==> src/rtl/adc_capture_dma.sv <==
// ADC capture path: validated sample stream -> decimation / level trigger -> sample FIFO
// -> memory write master, with single-shot or ring capture and a 32-bit register port.
module adc_capture_dma #(
    parameter int DATA_W     = 14,
    parameter int OUT_W      = 16,
    parameter int ADDR_W     = 17,
    parameter int FIFO_DEPTH = 16,
    parameter int SIGN_EXT   = 0
) (
    input  logic              clk,
    input  logic              reset,
    input  logic              slave_chip_select_n,
    input  logic [1:0]        slave_address,
    input  logic              slave_read,
    output logic [31:0]       slave_readdata,
    input  logic              slave_write,
    input  logic [31:0]       slave_writedata,
    output logic              master_chip_select_n,
    output logic [ADDR_W-1:0] master_addr,
    output logic              master_write,
    output logic [OUT_W-1:0]  master_writedata,
    input  logic              master_waitrequest_n,
    input  logic [DATA_W-1:0] adc_data,
    input  logic              adc_valid,
    input  logic              adc_or,
    output logic              irq
);

    localparam int PTR_W   = $clog2(FIFO_DEPTH);
    localparam int ENTRY_W = ADDR_W + OUT_W;
    localparam logic [PTR_W:0] FULL_COUNT = (PTR_W+1)'(FIFO_DEPTH);

    typedef enum logic [1:0] {IDLE, ARM, CAPTURE, DRAIN} state_t;

    state_t state_reg, state_next;

    logic              continuous_reg;
    logic              trig_en_reg;
    logic              trig_edge_reg;
    logic [ADDR_W-1:0] cnt_reg;
    logic [15:0]       dec_reg;
    logic [15:0]       level_reg;
    logic              done_reg;
    logic              overflow_reg;
    logic              range_reg;
    logic              aborted_reg;
    logic [ADDR_W-1:0] wr_addr_reg;
    logic [15:0]       dec_cnt_reg;
    logic              prev_below_reg;
    logic              prev_seen_reg;

    logic [ENTRY_W-1:0] fifo_mem [FIFO_DEPTH];
    logic [PTR_W-1:0]   wr_ptr_reg;
    logic [PTR_W-1:0]   rd_ptr_reg;
    logic [PTR_W:0]     count_reg;

    logic              reg_wr;
    logic              reg_rd;
    logic              start;
    logic              abort;
    logic              below_cur;
    logic              trig_hit;
    logic              capturing;
    logic              take;
    logic              push;
    logic              drop;
    logic              pop;
    logic              fifo_empty;
    logic              fifo_full;
    logic              last_push;
    logic              drain_done;
    logic [OUT_W-1:0]  sample_ext;
    logic [31:0]       rd_mux;

    assign reg_wr = !slave_chip_select_n && slave_write;
    assign reg_rd = !slave_chip_select_n && slave_read;
    assign start  = reg_wr && (slave_address == 2'd0) && slave_writedata[31] && (state_reg == IDLE);
    assign abort  = reg_wr && (slave_address == 2'd2) && slave_writedata[0];

    // Sample extension and trigger compare share the signedness choice.
    generate
        if (SIGN_EXT != 0) begin : g_signed
            assign sample_ext = OUT_W'($signed(adc_data));
            assign below_cur  = $signed(adc_data) < $signed(level_reg[DATA_W-1:0]);
        end else begin : g_unsigned
            assign sample_ext = OUT_W'(adc_data);
            assign below_cur  = adc_data < level_reg[DATA_W-1:0];
        end
    endgenerate

    assign trig_hit = (state_reg == ARM) && adc_valid && prev_seen_reg &&
                      (trig_edge_reg ? (!prev_below_reg && below_cur)
                                     : (prev_below_reg && !below_cur));

    assign capturing  = adc_valid && ((state_reg == CAPTURE) || trig_hit);
    assign take       = capturing && (dec_cnt_reg == 16'd0);
    assign fifo_empty = (count_reg == '0);
    assign fifo_full  = (count_reg == FULL_COUNT);
    assign pop        = !fifo_empty && master_waitrequest_n;
    // A full FIFO still accepts a sample when the head leaves in the same cycle.
    assign push       = take && (!fifo_full || pop);
    assign drop       = take && !push;
    assign last_push  = push && !continuous_reg && (wr_addr_reg == cnt_reg);
    assign drain_done = (state_reg == DRAIN) && fifo_empty;

    always_comb begin
        state_next = state_reg;
        case (state_reg)
            IDLE:    if (start) state_next = slave_writedata[29] ? ARM : CAPTURE;
            ARM:     if (abort) state_next = IDLE;
                     else if (last_push) state_next = DRAIN;
                     else if (trig_hit) state_next = CAPTURE;
            CAPTURE: if (abort || last_push) state_next = DRAIN;
            DRAIN:   if (fifo_empty) state_next = IDLE;
            default: state_next = IDLE;
        endcase
    end

    always_ff @(posedge clk or posedge reset) begin
        if (reset) begin
            state_reg      <= IDLE;
            irq            <= 1'b0;
            continuous_reg <= 1'b0;
            trig_en_reg    <= 1'b0;
            trig_edge_reg  <= 1'b0;
            cnt_reg        <= '0;
            dec_reg        <= '0;
            level_reg      <= '0;
            done_reg       <= 1'b0;
            overflow_reg   <= 1'b0;
            range_reg      <= 1'b0;
            aborted_reg    <= 1'b0;
            wr_addr_reg    <= '0;
            dec_cnt_reg    <= '0;
            prev_below_reg <= 1'b0;
            prev_seen_reg  <= 1'b0;
        end else begin
            state_reg <= state_next;
            irq       <= drain_done && !aborted_reg;
            if (start) begin
                done_reg     <= 1'b0;
                overflow_reg <= 1'b0;
                range_reg    <= 1'b0;
                aborted_reg  <= 1'b0;
                wr_addr_reg  <= '0;
                dec_cnt_reg  <= '0;
            end else begin
                if (drain_done && !aborted_reg)
                    done_reg <= 1'b1;
                if (abort && (state_reg == CAPTURE))
                    aborted_reg <= 1'b1;
                if (drop)
                    overflow_reg <= 1'b1;
                if (push && adc_or)
                    range_reg <= 1'b1;
                if (push)
                    wr_addr_reg <= (continuous_reg && (wr_addr_reg == cnt_reg)) ? '0
                                                                               : wr_addr_reg + 1'b1;
                if (capturing)
                    dec_cnt_reg <= (dec_cnt_reg == dec_reg) ? '0 : dec_cnt_reg + 1'b1;
            end
            // Trigger history follows every valid sample, armed or not.
            if (adc_valid) begin
                prev_below_reg <= below_cur;
                prev_seen_reg  <= 1'b1;
            end
            // CTRL fields are frozen while busy so a running capture keeps a consistent length.
            if (reg_wr && (slave_address == 2'd0) && (state_reg == IDLE)) begin
                continuous_reg <= slave_writedata[30];
                trig_en_reg    <= slave_writedata[29];
                trig_edge_reg  <= slave_writedata[28];
                cnt_reg        <= slave_writedata[ADDR_W-1:0];
            end
            if (reg_wr && (slave_address == 2'd1)) begin
                dec_reg   <= slave_writedata[31:16];
                level_reg <= slave_writedata[15:0];
            end
        end
    end

    always_comb begin
        rd_mux = '0;
        case (slave_address)
            2'd0: begin
                rd_mux[30]           = continuous_reg;
                rd_mux[29]           = trig_en_reg;
                rd_mux[28]           = trig_edge_reg;
                rd_mux[ADDR_W-1:0]   = cnt_reg;
            end
            2'd1: rd_mux = {dec_reg, level_reg};
            2'd2: begin
                rd_mux[31]           = (state_reg != IDLE);
                rd_mux[30]           = done_reg;
                rd_mux[29]           = overflow_reg;
                rd_mux[28]           = (state_reg == ARM);
                rd_mux[27]           = range_reg;
                rd_mux[ADDR_W-1:0]   = wr_addr_reg;
            end
            default: rd_mux = '0;
        endcase
    end

    always_ff @(posedge clk or posedge reset) begin
        if (reset)
            slave_readdata <= '0;
        else if (reg_rd)
            slave_readdata <= rd_mux;
    end

    always_ff @(posedge clk or posedge reset) begin
        if (reset) begin
            wr_ptr_reg <= '0;
            rd_ptr_reg <= '0;
            count_reg  <= '0;
        end else begin
            if (push)
                wr_ptr_reg <= wr_ptr_reg + 1'b1;
            if (pop)
                rd_ptr_reg <= rd_ptr_reg + 1'b1;
            if (push && !pop)
                count_reg <= count_reg + 1'b1;
            else if (pop && !push)
                count_reg <= count_reg - 1'b1;
        end
    end

    always_ff @(posedge clk) begin
        if (push)
            fifo_mem[wr_ptr_reg] <= {wr_addr_reg, sample_ext};
    end

    // Head entry is read asynchronously so address and data accompany the select in the same cycle.
    assign master_chip_select_n = fifo_empty;
    assign master_write         = !fifo_empty;
    assign {master_addr, master_writedata} = fifo_empty ? '0 : fifo_mem[rd_ptr_reg];

endmodule
==> config.mk <==
export PLATFORM = sky130hd
export DESIGN_NAME = adc_capture_dma
export DESIGN_NICKNAME = d
export VERILOG_FILES = /design/src/rtl/adc_capture_dma.sv
export SDC_FILE = /design/constraint.sdc
export NUM_CORES = 1
export LEC_CHECK = 0
export CORE_MARGIN = 2
export CORE_UTILIZATION = 60
export DETAILED_ROUTE_END_ITERATION = 10
export PLACE_DENSITY = 0.81
export SLEW_MARGIN = 20
export SYNTH_ARGS = -nofsm -noshare
export SYNTH_HDL_FRONTEND = slang
export SYNTH_SLANG_ARGS = --single-unit
==> constraint.sdc <==
create_clock -name clk -period 6.57 [get_ports clk]
set_clock_uncertainty 0.1 [all_clocks]
set_input_delay 1.314 -clock clk [delete_from_list [all_inputs] [get_ports clk]]
set_output_delay 1.314 -clock clk [all_outputs]
set_load 0.01 [all_outputs]
==> results.py, run 1 <==
metrics = {
    "outcome": {
        "status": "finished clean",
    },
    "place": {
        "place.gp.congestion": 0.858,
        "port_buffers": 121,
        "hpwl_mm": 37.4,
        "dpl.cell_count": 2125,
        "post_dp_cell_area_um2": 28300,
    },
    "route": {
        "via_count": 14800,
        "ant_nets": 0,
        "routedWlPerCell_um": 28.6,
        "post-route-drc-count": 0,
        "drtIter0Drc": 1692,
        "via_per_inst": 6.60,
        "drt-total-wl_mm": 64.1,
        "drt_first_pass_iters": 9,
    },
    "cts": {
        "postCtsSetupBuffers": 0,
        "clkLatencyLatePin_ns": 0.62,
        "clk_pin_slew_worst_paths_ns": 0.06,
        "cts_made_buffers": 60,
        "clock-sinks": 635,
        "cts.repair.resized": 0,
        "cts_buffer_depth": 3,
        "ctsHoldBuffers": 0,
        "cts_tree": "yes",
        "clock-root-buffer": "clkbuf_16",
        "htree_levels": 2,
    },
    "global_route": {
        "grtUsageTotal_pct": 29.2,
        "first_global_vias": 15400,
        "grt_pass1_wl_mm": 97.2,
        "grt_max_degree": 111,
        "antenna_found_initial": 0,
        "grt_overflow": 0,
    },
    "worst_setup_path": {
        "r2r_slack_ns": 2.24,
        "end_kind": "flip-flop",
        "crit_type": "primary input to flip-flop",
        "crit_arrival_ns": 5.76,
        "timing.rr.start": "level_reg[9]",
        "setup.worst_path.start_class": "primary input",
        "worstPathRequired_ns": 6.96,
        "reg2reg_depth": 18,
        "cp_max_fo": 17,
        "r2r-end": "count_reg[4]",
    },
    "die": {
        "core-area_um2": 43300,
        "row_count": 76,
        "dieArea_um2": 45700,
        "die_h_um": 214,
        "die_x_um": 214,
        "start_util_pct": 61.0,
        "io_pins": 124,
    },
    "pwr": {
        "powerDensity_nw_per_um2": 383,
        "power_leakage_uw": 0.0107,
        "peakVddDrop_mv": 0.244,
        "p_total_uw": 11600,
    },
    "worst_hold_path": {
        "hp-class": "flip-flop to flip-flop",
        "min_to": "irq",
        "whs_path_depth": 1,
        "hold_start": "aborted_reg",
    },
    "yosys": {
        "synth_simple_gate_area_share_pct": 5.57,
        "synth_mux_area_share_pct": 15.6,
        "synth.avg_cell_area_um2": 18.0,
        "netlist_instances": 1465,
        "synth_xor_area_share_pct": 1.53,
        "ys_seq_area_share_pct": 69.6,
        "synthArstFlopShare_pct": 21.9,
        "synthAdderAreaFrac_pct": 1.50,
        "synth.top_cells.by_area": "edfxtp_1 (56%), mux4_2 (13%), dfrtp_1 (13%)",
        "synth_top_cell_by_area": "edfxtp_1",
        "synth_edf_count": 496,
        "synth_top_family_by_area": "multiplexers",
        "ys.flop_type": "edfxtp_1",
        "ys_ff_latch": 635,
        "yosysWarnings": 0,
        "yosysTopAreaCellShare_pct": 56.5,
        "synth_compound_area_share_pct": 4.25,
        "synth.distinct_cells": 76,
        "syn_area_um2": 26400,
    },
    "sta": {
        "grt_setup_unrepaired": "no",
        "setup_viol": 0,
        "fin_crit_sh_pct": 81.6,
        "hold_viol": 0,
        "fmax_ghz": 0.186,
        "maxSlewViolCount": 0,
        "worst_slew_pin_slew_ns": 1.14,
        "fin_hold_ws_ns": 0.380,
        "tns_ns": 0,
        "slew-limit-headroom_pct": 24.0,
        "min_period_ns": 5.36,
    },
    "job": {
        "max_cap_viol_count": 0,
    },
    "final_layout": {
        "antenna_cells": 0,
        "final_area_um2": 30400,
        "n_fill_cell": 2622,
        "synthToLayoutAreaGrowth_pct": 15.1,
        "final_cell_mix": "edfxtp_1 (496), mux4_2 (155), dfrtp_1 (135)",
        "nNetsFinal": 1689,
        "largest_reg_flops": 496,
        "finalNonFillerCells": 2238,
        "biggestRegsByFlops": "fifo_mem: 496 flops, slave_readdata: 32 flops",
        "layout_commonest_cell": "edfxtp_1",
        "regMostFlops": "fifo_mem",
        "drive_gt1_share_pct": 23.0,
    },
}
[stage by stage]
stage | utilization [%] | worst slack (ns)
global placement | 65.4 | 0.890
CTS | 70.2 | 1.27
global route | 70.2 | 0.926
detailed placement | 65.4 | 0.720
finish | 70.2 | 1.21
floorplan | - | -0.0000568
[kinds of logic (layout without fill, tap and decap cells)]
kind of cell | Yosys count | after routing
fa+ha+maj | 31 | 31
xor+xnor | 46 | 46
compound gates | 160 | 160
mux | 211 | 211
flops | 635 | 635
other cells | 1 | 2
buf+inv | 115 | 302
simple gates | 266 | 266
[synth_stat cells (7+ instances only)]
master	count
dfrtp_1	139
xor2_1	24
clkbuf_1	41
inv_1	36
nor4_1	10
a222oi_1	20
nand3_1	21
mux4_2	155
a21oi_1	19
nor2_1	26
nor2b_1	9
edfxtp_1	496
and2_1	43
or3_1	7
mux2_2	56
buf_1	10
ha_1	30
a31oi_1	10
and3_1	8
o21ai_0	63
buf_2	17
nand4_1	14
xnor2_1	22
nand2_1	80
[critical path: stages]
cell	delay (ns)
clkdlybuf4s50_1	0.72
ha_1	0.48
nand2_1	0.08
nor2_1	0.24
nand4_1	0.37
o21a_1	0.34
o211ai_2	0.17
buf_4	0.22
nand2_1	0.19
inv_1	0.24
ha_1	0.27
inv_1	0.12
ha_1	0.31
a21o_1	0.18
a21oi_1	0.16
xnor2_1	0.13
nor2_1	0.07
xor2_1	0.14
[how the worst max path moves through the flow]
stage                 start             end  slack, ns
2_1_floorplan   adc_data[7]  fifo_mem[0][0]   -0.00006
3_3_place_gp   adc_data[13]    count_reg[4]       0.89
3_5_place_dp   adc_data[13]    count_reg[4]       0.72
4_1_cts         adc_data[9]    count_reg[4]       1.27
5_1_grt        adc_data[13]    count_reg[4]       0.93
6_report       adc_data[12]    count_reg[4]       1.21
[report_power, final]
group | leakage [uW] | switching [uW] | internal [uW]
logic | 0.00316 | 1320 | 1700
registers | 0.00649 | 415 | 4520
clock network | 0.00103 | 1510 | 2170
[layer usage]
metal	part of all wire [%]	vias to the layer above	routed length (um)	global-route usage, %
li1	-	6136	-	-
met1	39	7663	24900	40.5
met2	49	841	31700	48.0
met3	8.7	141	5550	5.40
met4	3.0	0	1910	9.27
met5	0	-	0	0
[layout make-up]
cell class                 count  area [um^2]  area share (%)
clock inverter                40          483            1.59
multi-input combinational    716         7560            24.9
timing repair buffer         153         1480            4.86
tap                          585          732            2.41
inverter                      36          143           0.470
sequential                   635        18400            60.5
clock buffer                  73         1600            5.28
No activity file was read; power rests on OpenSTA's default activity.
==> run 2, diff against run 1 <==
Clock period 6.57 ns to 5.6 ns, I/O delays scaled along.
==> run 2 against run 1 <==
  * Setup slack got worse by 0.43 ns
  * Non-clock buffer count increased by 29
  * Global-route usage increased by 1.0 points
  * Flip-flop and latch count unchanged
  * Wire length increased by 3.2%
  * Largest cell class unchanged
==> results.py, run 2 (synthesis gave the netlist of run 1 again) <==
metrics = {
    "sta": {
        "worst_slew_pin_slew_ns": 1.13,
        "grt_setup_unrepaired": "no",
        "fmax_ghz": 0.207,
        "fin_crit_sh_pct": 86.2,
        "slew-limit-headroom_pct": 24.5,
        "maxSlewViolCount": 0,
        "hold_viol": 0,
        "finalWorstSetupSlack_ns": 0.774,
        "setup_viol": 0,
        "min_period_ns": 4.83,
    },
    "worst_setup_path": {
        "crit_arrival_ns": 3.61,
        "cp_max_fo": 40,
        "setup.worst_path.start_class": "flip-flop",
        "crit_slowest_cell": "dfrtp_4",
        "crit_type": "flip-flop to output port",
        "r2r_slack_ns": 1.21,
        "cpMostUsedCell": "mux4_2",
        "crit_chain": "buf_12 > mux4_2 > mux4_2 > and2_1 > clkdlybuf4s50_1",
        "worstPathRequired_ns": 4.38,
        "slowest_delay_ns": 0.81,
        "end_kind": "output port",
    },
    "final_layout": {
        "final_cell_mix": "edfxtp_1 (496), mux4_2 (155), dfrtp_1 (135)",
        "fin_util_pct": 70.7,
        "regMostFlops": "fifo_mem",
        "synthToLayoutAreaGrowth_pct": 16.0,
        "drive_gt1_share_pct": 24.2,
        "layout_commonest_cell": "edfxtp_1",
        "antenna_cells": 0,
        "nNetsFinal": 1718,
        "n_fill_cell": 2606,
        "largest_reg_flops": 496,
        "biggestRegsByFlops": "fifo_mem: 496 flops, slave_readdata: 32 flops",
    },
    "global_route": {
        "grt_pass1_wl_mm": 98.8,
        "grt_max_degree": 112,
        "first_global_vias": 15500,
        "grtUsageTotal_pct": 30.3,
        "antenna_found_initial": 4,
        "grt_overflow": 0,
    },
    "die": {
        "core-area_um2": 43300,
        "die_x_um": 214,
        "row_count": 76,
        "die_h_um": 214,
        "io_pins": 124,
        "dieArea_um2": 45700,
        "start_util_pct": 61.0,
    },
    "pwr": {
        "powerDensity_nw_per_um2": 441,
        "power_leakage_uw": 0.0108,
        "p_total_uw": 13500,
        "peakVddDrop_mv": 0.298,
    },
    "place": {
        "preCtsSetupSlack_ns": 0.386,
        "port_buffers": 121,
        "place.gp.congestion": 0.849,
        "hpwl_mm": 40.1,
    },
    "cts": {
        "cts.repair.resized": 0,
        "cts_tree": "yes",
        "clock-sinks": 635,
        "clock-root-buffer": "clkbuf_16",
        "postCtsSetupBuffers": 0,
        "ctsHoldBuffers": 0,
        "clkLatencyLatePin_ns": 0.62,
        "htree_levels": 2,
        "cts_made_buffers": 60,
        "clk_pin_slew_worst_paths_ns": 0.06,
        "cts_buffer_depth": 3,
    },
    "route": {
        "drtIter0Drc": 1773,
        "via_per_inst": 6.55,
        "post-route-drc-count": 0,
        "drt-total-wl_mm": 66.1,
        "drt_first_pass_iters": 7,
        "ant_nets": 0,
        "via_count": 14800,
        "routedWlPerCell_um": 29.2,
    },
    "worst_hold_path": {
        "hp-class": "flip-flop to flip-flop",
    },
    "job": {
        "max_cap_viol_count": 0,
    },
    "outcome": {
        "status": "finished clean",
    },
}
run 2: cell type report:
class | count | area [um^2] | area share, %
Sequential cell | 635 | 18400 | 60.1
Multi-Input combinational cell | 716 | 7560 | 24.7
Timing Repair Buffer | 182 | 1830 | 5.97
Clock buffer | 77 | 1660 | 5.42
Tap cell | 585 | 732 | 2.39
Clock inverter | 34 | 304 | 0.993
Inverter | 36 | 140 | 0.458
run 2: critical path: cells and delay by family, from the launching register on:
family / cells / cell delay (ns)
muxes: 2 / 1.14
buffers and inverters: 2 / 0.83
DFF: 1 / 0.81
and+or+nand+nor: 1 / 0.18
run 2: path summary, 6_finish.rpt:
path	from	end	cells past startpoint
max	rd_ptr_reg[0]	master_addr[0]	5
min	aborted_reg	irq	1
max reg2reg	dec_cnt_reg[1]	count_reg[4]	15
min reg2reg	aborted_reg	irq	1
max in group asynchronous	reset	rd_ptr_reg[1]	4
min in group asynchronous	reset	dec_reg[11]	2
run 2: layer usage:
layer	track usage (%)	up-vias	routed length, um
met1	39.8	7671	24300
li1	-	6179	-
met4	10.2	6	2340
met5	0	-	36
met2	50.2	830	32800
met3	7.41	158	6590
run 2: stage by stage:
step	cells	setup TNS, ns	hold slack (ns)	instance area [um^2]
after global routing	2265	0	0.385	30600
final	2265	0	0.369	30600
after floorplan	1466	-96.23	0.319	26400
after CTS	2264	0	0.368	30600
after detailed placement	2153	0	0.360	28600
after global placement	2153	0	0.345	28600
run 2: power breakdown:
group          internal [uW]  leakage (uW)  total (uW)  switching, uW
clock                   2310      0.000972        4050           1740
combinational           2030       0.00334        3700           1660
sequential              5300       0.00649        5760            455
total                   9650        0.0108       13500           3850
==> run 3, diff against run 2 <==
Settings changed: PLACE_DENSITY 0.81 to 0.79, REMOVE_ABC_BUFFERS set to 1.
==> run 3 against run 2 <==
  * Sequential share of layout area hardly changed
  * Utilization hardly changed
  * Count of clock-buffer cells in the layout is 13 higher
  * Combinational power is 2% lower
  * Critical path depth is 12 higher
  * Global-route usage is 1.3 points lower
  * Cell area hardly changed
  * Non-clock buffer count is 9 lower
  * First-iteration DRC count is 15% higher
  * Wire length is 2.9% lower
  * Clock power is 1% higher
  * Largest power group unchanged
  * Highest routed layer unchanged
==> results.py, run 3 (synthesis gave the netlist of run 1 again) <==
metrics = {
    "sta": {
        "fin_crit_sh_pct": 87.7,
        "finalWorstSetupSlack_ns": 0.691,
        "worst_slew_pin_slew_ns": 1.15,
        "hold_viol": 0,
        "slew-limit-headroom_pct": 23.4,
        "setup_viol": 0,
        "grt_setup_unrepaired": "no",
        "min_period_ns": 4.91,
        "maxSlewViolCount": 0,
        "fin_hold_ws_ns": 0.388,
        "fmax_ghz": 0.204,
    },
    "global_route": {
        "antenna_found_initial": 2,
        "grt_max_degree": 107,
        "grt_overflow": 0,
        "grt_pass1_wl_mm": 95.0,
        "first_global_vias": 15000,
        "grtUsageTotal_pct": 28.9,
    },
    "worst_setup_path": {
        "cpMostUsedCell": "ha_1",
        "crit_buf_inv": 3,
        "setup.worst_path.start_class": "primary input",
        "worstPathRequired_ns": 5.99,
        "cp_top_family": "adder cells",
        "crit_arrival_ns": 5.30,
        "slowest_delay_ns": 0.73,
        "end_kind": "flip-flop",
        "crit_chain": "clkdlybuf4s50_1 > ha_1 > nand2_1 > nor2_1 > nand4_1 > o21a_1 > o211ai_2 > nand2_1 > inv_1 > ha_1 > inv_1 > ha_1 > a21o_1 > a21oi_1 > xnor2_1 > nor2_1 > xor2_1",
        "cp_max_fo": 17,
        "crit_slowest_cell": "clkdlybuf4s50_1",
        "crit_type": "primary input to flip-flop",
    },
    "final_layout": {
        "drive_gt1_share_pct": 23.6,
        "regMostFlops": "fifo_mem",
        "nNetsFinal": 1709,
        "layout_commonest_cell": "edfxtp_1",
        "fin_util_pct": 70.7,
        "final_cell_mix": "edfxtp_1 (496), mux4_2 (155), dfrtp_1 (135)",
        "antenna_cells": 0,
        "largest_reg_flops": 496,
        "finalNonFillerCells": 2255,
        "biggestRegsByFlops": "fifo_mem: 496 flops, slave_readdata: 32 flops",
        "synthToLayoutAreaGrowth_pct": 16.0,
    },
    "place": {
        "dpl.cell_count": 2145,
        "place.gp.congestion": 0.866,
        "port_buffers": 121,
        "preCtsSetupSlack_ns": 0.145,
        "hpwl_mm": 38.2,
    },
    "cts": {
        "htree_levels": 2,
        "cts_tree": "yes",
        "cts_made_buffers": 60,
        "clk_pin_slew_worst_paths_ns": 0.06,
        "clkLatencyLatePin_ns": 0.62,
        "cts.repair.resized": 0,
        "cts_buffer_depth": 3,
        "postCtsSetupBuffers": 0,
        "ctsHoldBuffers": 0,
        "clock-root-buffer": "clkbuf_16",
        "clock-sinks": 635,
    },
    "pwr": {
        "powerDensity_nw_per_um2": 442,
        "p_total_uw": 13500,
        "peakVddDrop_mv": 0.315,
        "power_leakage_uw": 0.0108,
    },
    "route": {
        "drtIter0Drc": 2040,
        "via_count": 14800,
        "drt-total-wl_mm": 64.2,
        "drt_first_pass_iters": 7,
        "post-route-drc-count": 0,
        "routedWlPerCell_um": 28.4,
        "via_per_inst": 6.58,
        "ant_nets": 0,
    },
    "outcome": {
        "status": "finished clean",
    },
    "job": {
        "max_cap_viol_count": 0,
    },
    "die": {
        "start_util_pct": 61.0,
        "row_count": 76,
        "die_x_um": 214,
        "die_h_um": 214,
        "dieArea_um2": 45700,
        "io_pins": 124,
        "core-area_um2": 43300,
    },
    "worst_hold_path": {
        "hp-class": "flip-flop to flip-flop",
    },
}
run 3: power by group:
| part | switching (uW) | leakage [uW] | total, uW | internal, uW |
|---|---|---|---|---|
| sequential | 510 | 0.00649 | 5810 | 5300 |
| combinational | 1580 | 0.00331 | 3620 | 2040 |
| clock | 1710 | 0.000965 | 4090 | 2380 |
| total | 3800 | 0.0108 | 13500 | 9720 |
run 3: worst min-delay path: stages, from the launching register on:
cell and delay, ns:
dfrtp_1 0.35, nand2_1 0.05, o21ai_0 0.06
run 3: per-stage QoR:
| step | cell area [um^2] | setup TNS (ns) |
|---|---|---|
| final | 30600 | 0 |
| after detailed placement | 28600 | 0 |
| after floorplan | 26000 | -175.12 |
| after global routing | 30600 | 0 |
| after global placement | 28600 | 0 |
| after CTS | 30600 | 0 |
run 3: final timing paths:
path	start	endpoint	slack [ns]	cells past startpoint
max	adc_data[13]	count_reg[4]	0.69	17
min	slave_readdata[23]	slave_readdata[23]	0.39	2
max reg2reg	dec_cnt_reg[0]	count_reg[4]	1.50	15
min reg2reg	slave_readdata[23]	slave_readdata[23]	0.39	2
max in group asynchronous	reset	trig_en_reg	3.38	3
min in group asynchronous	reset	count_reg[3]	1.01	2
run 3: final cells by class:
class                           instances  area (um^2)
Multi-Input combinational cell        716         7560
Fill cell                            2590        12700
Clock buffer                           90         1720
Inverter                               36          140
Timing Repair Buffer                  173         1800
Sequential cell                       635        18400
Tap cell                              585          732
Clock inverter                         20          258
run 3: layer usage:
| metal | wire, um | GRT usage, % | share of wire, % |
|---|---|---|---|
| met1 | 24200 | 39.5 | 38 |
| met2 | 32100 | 47.9 | 50 |
| met3 | 5720 | 5.33 | 8.9 |
| met4 | 2110 | 9.55 | 3.3 |
| met5 | 27 | 0 | 0.042 |
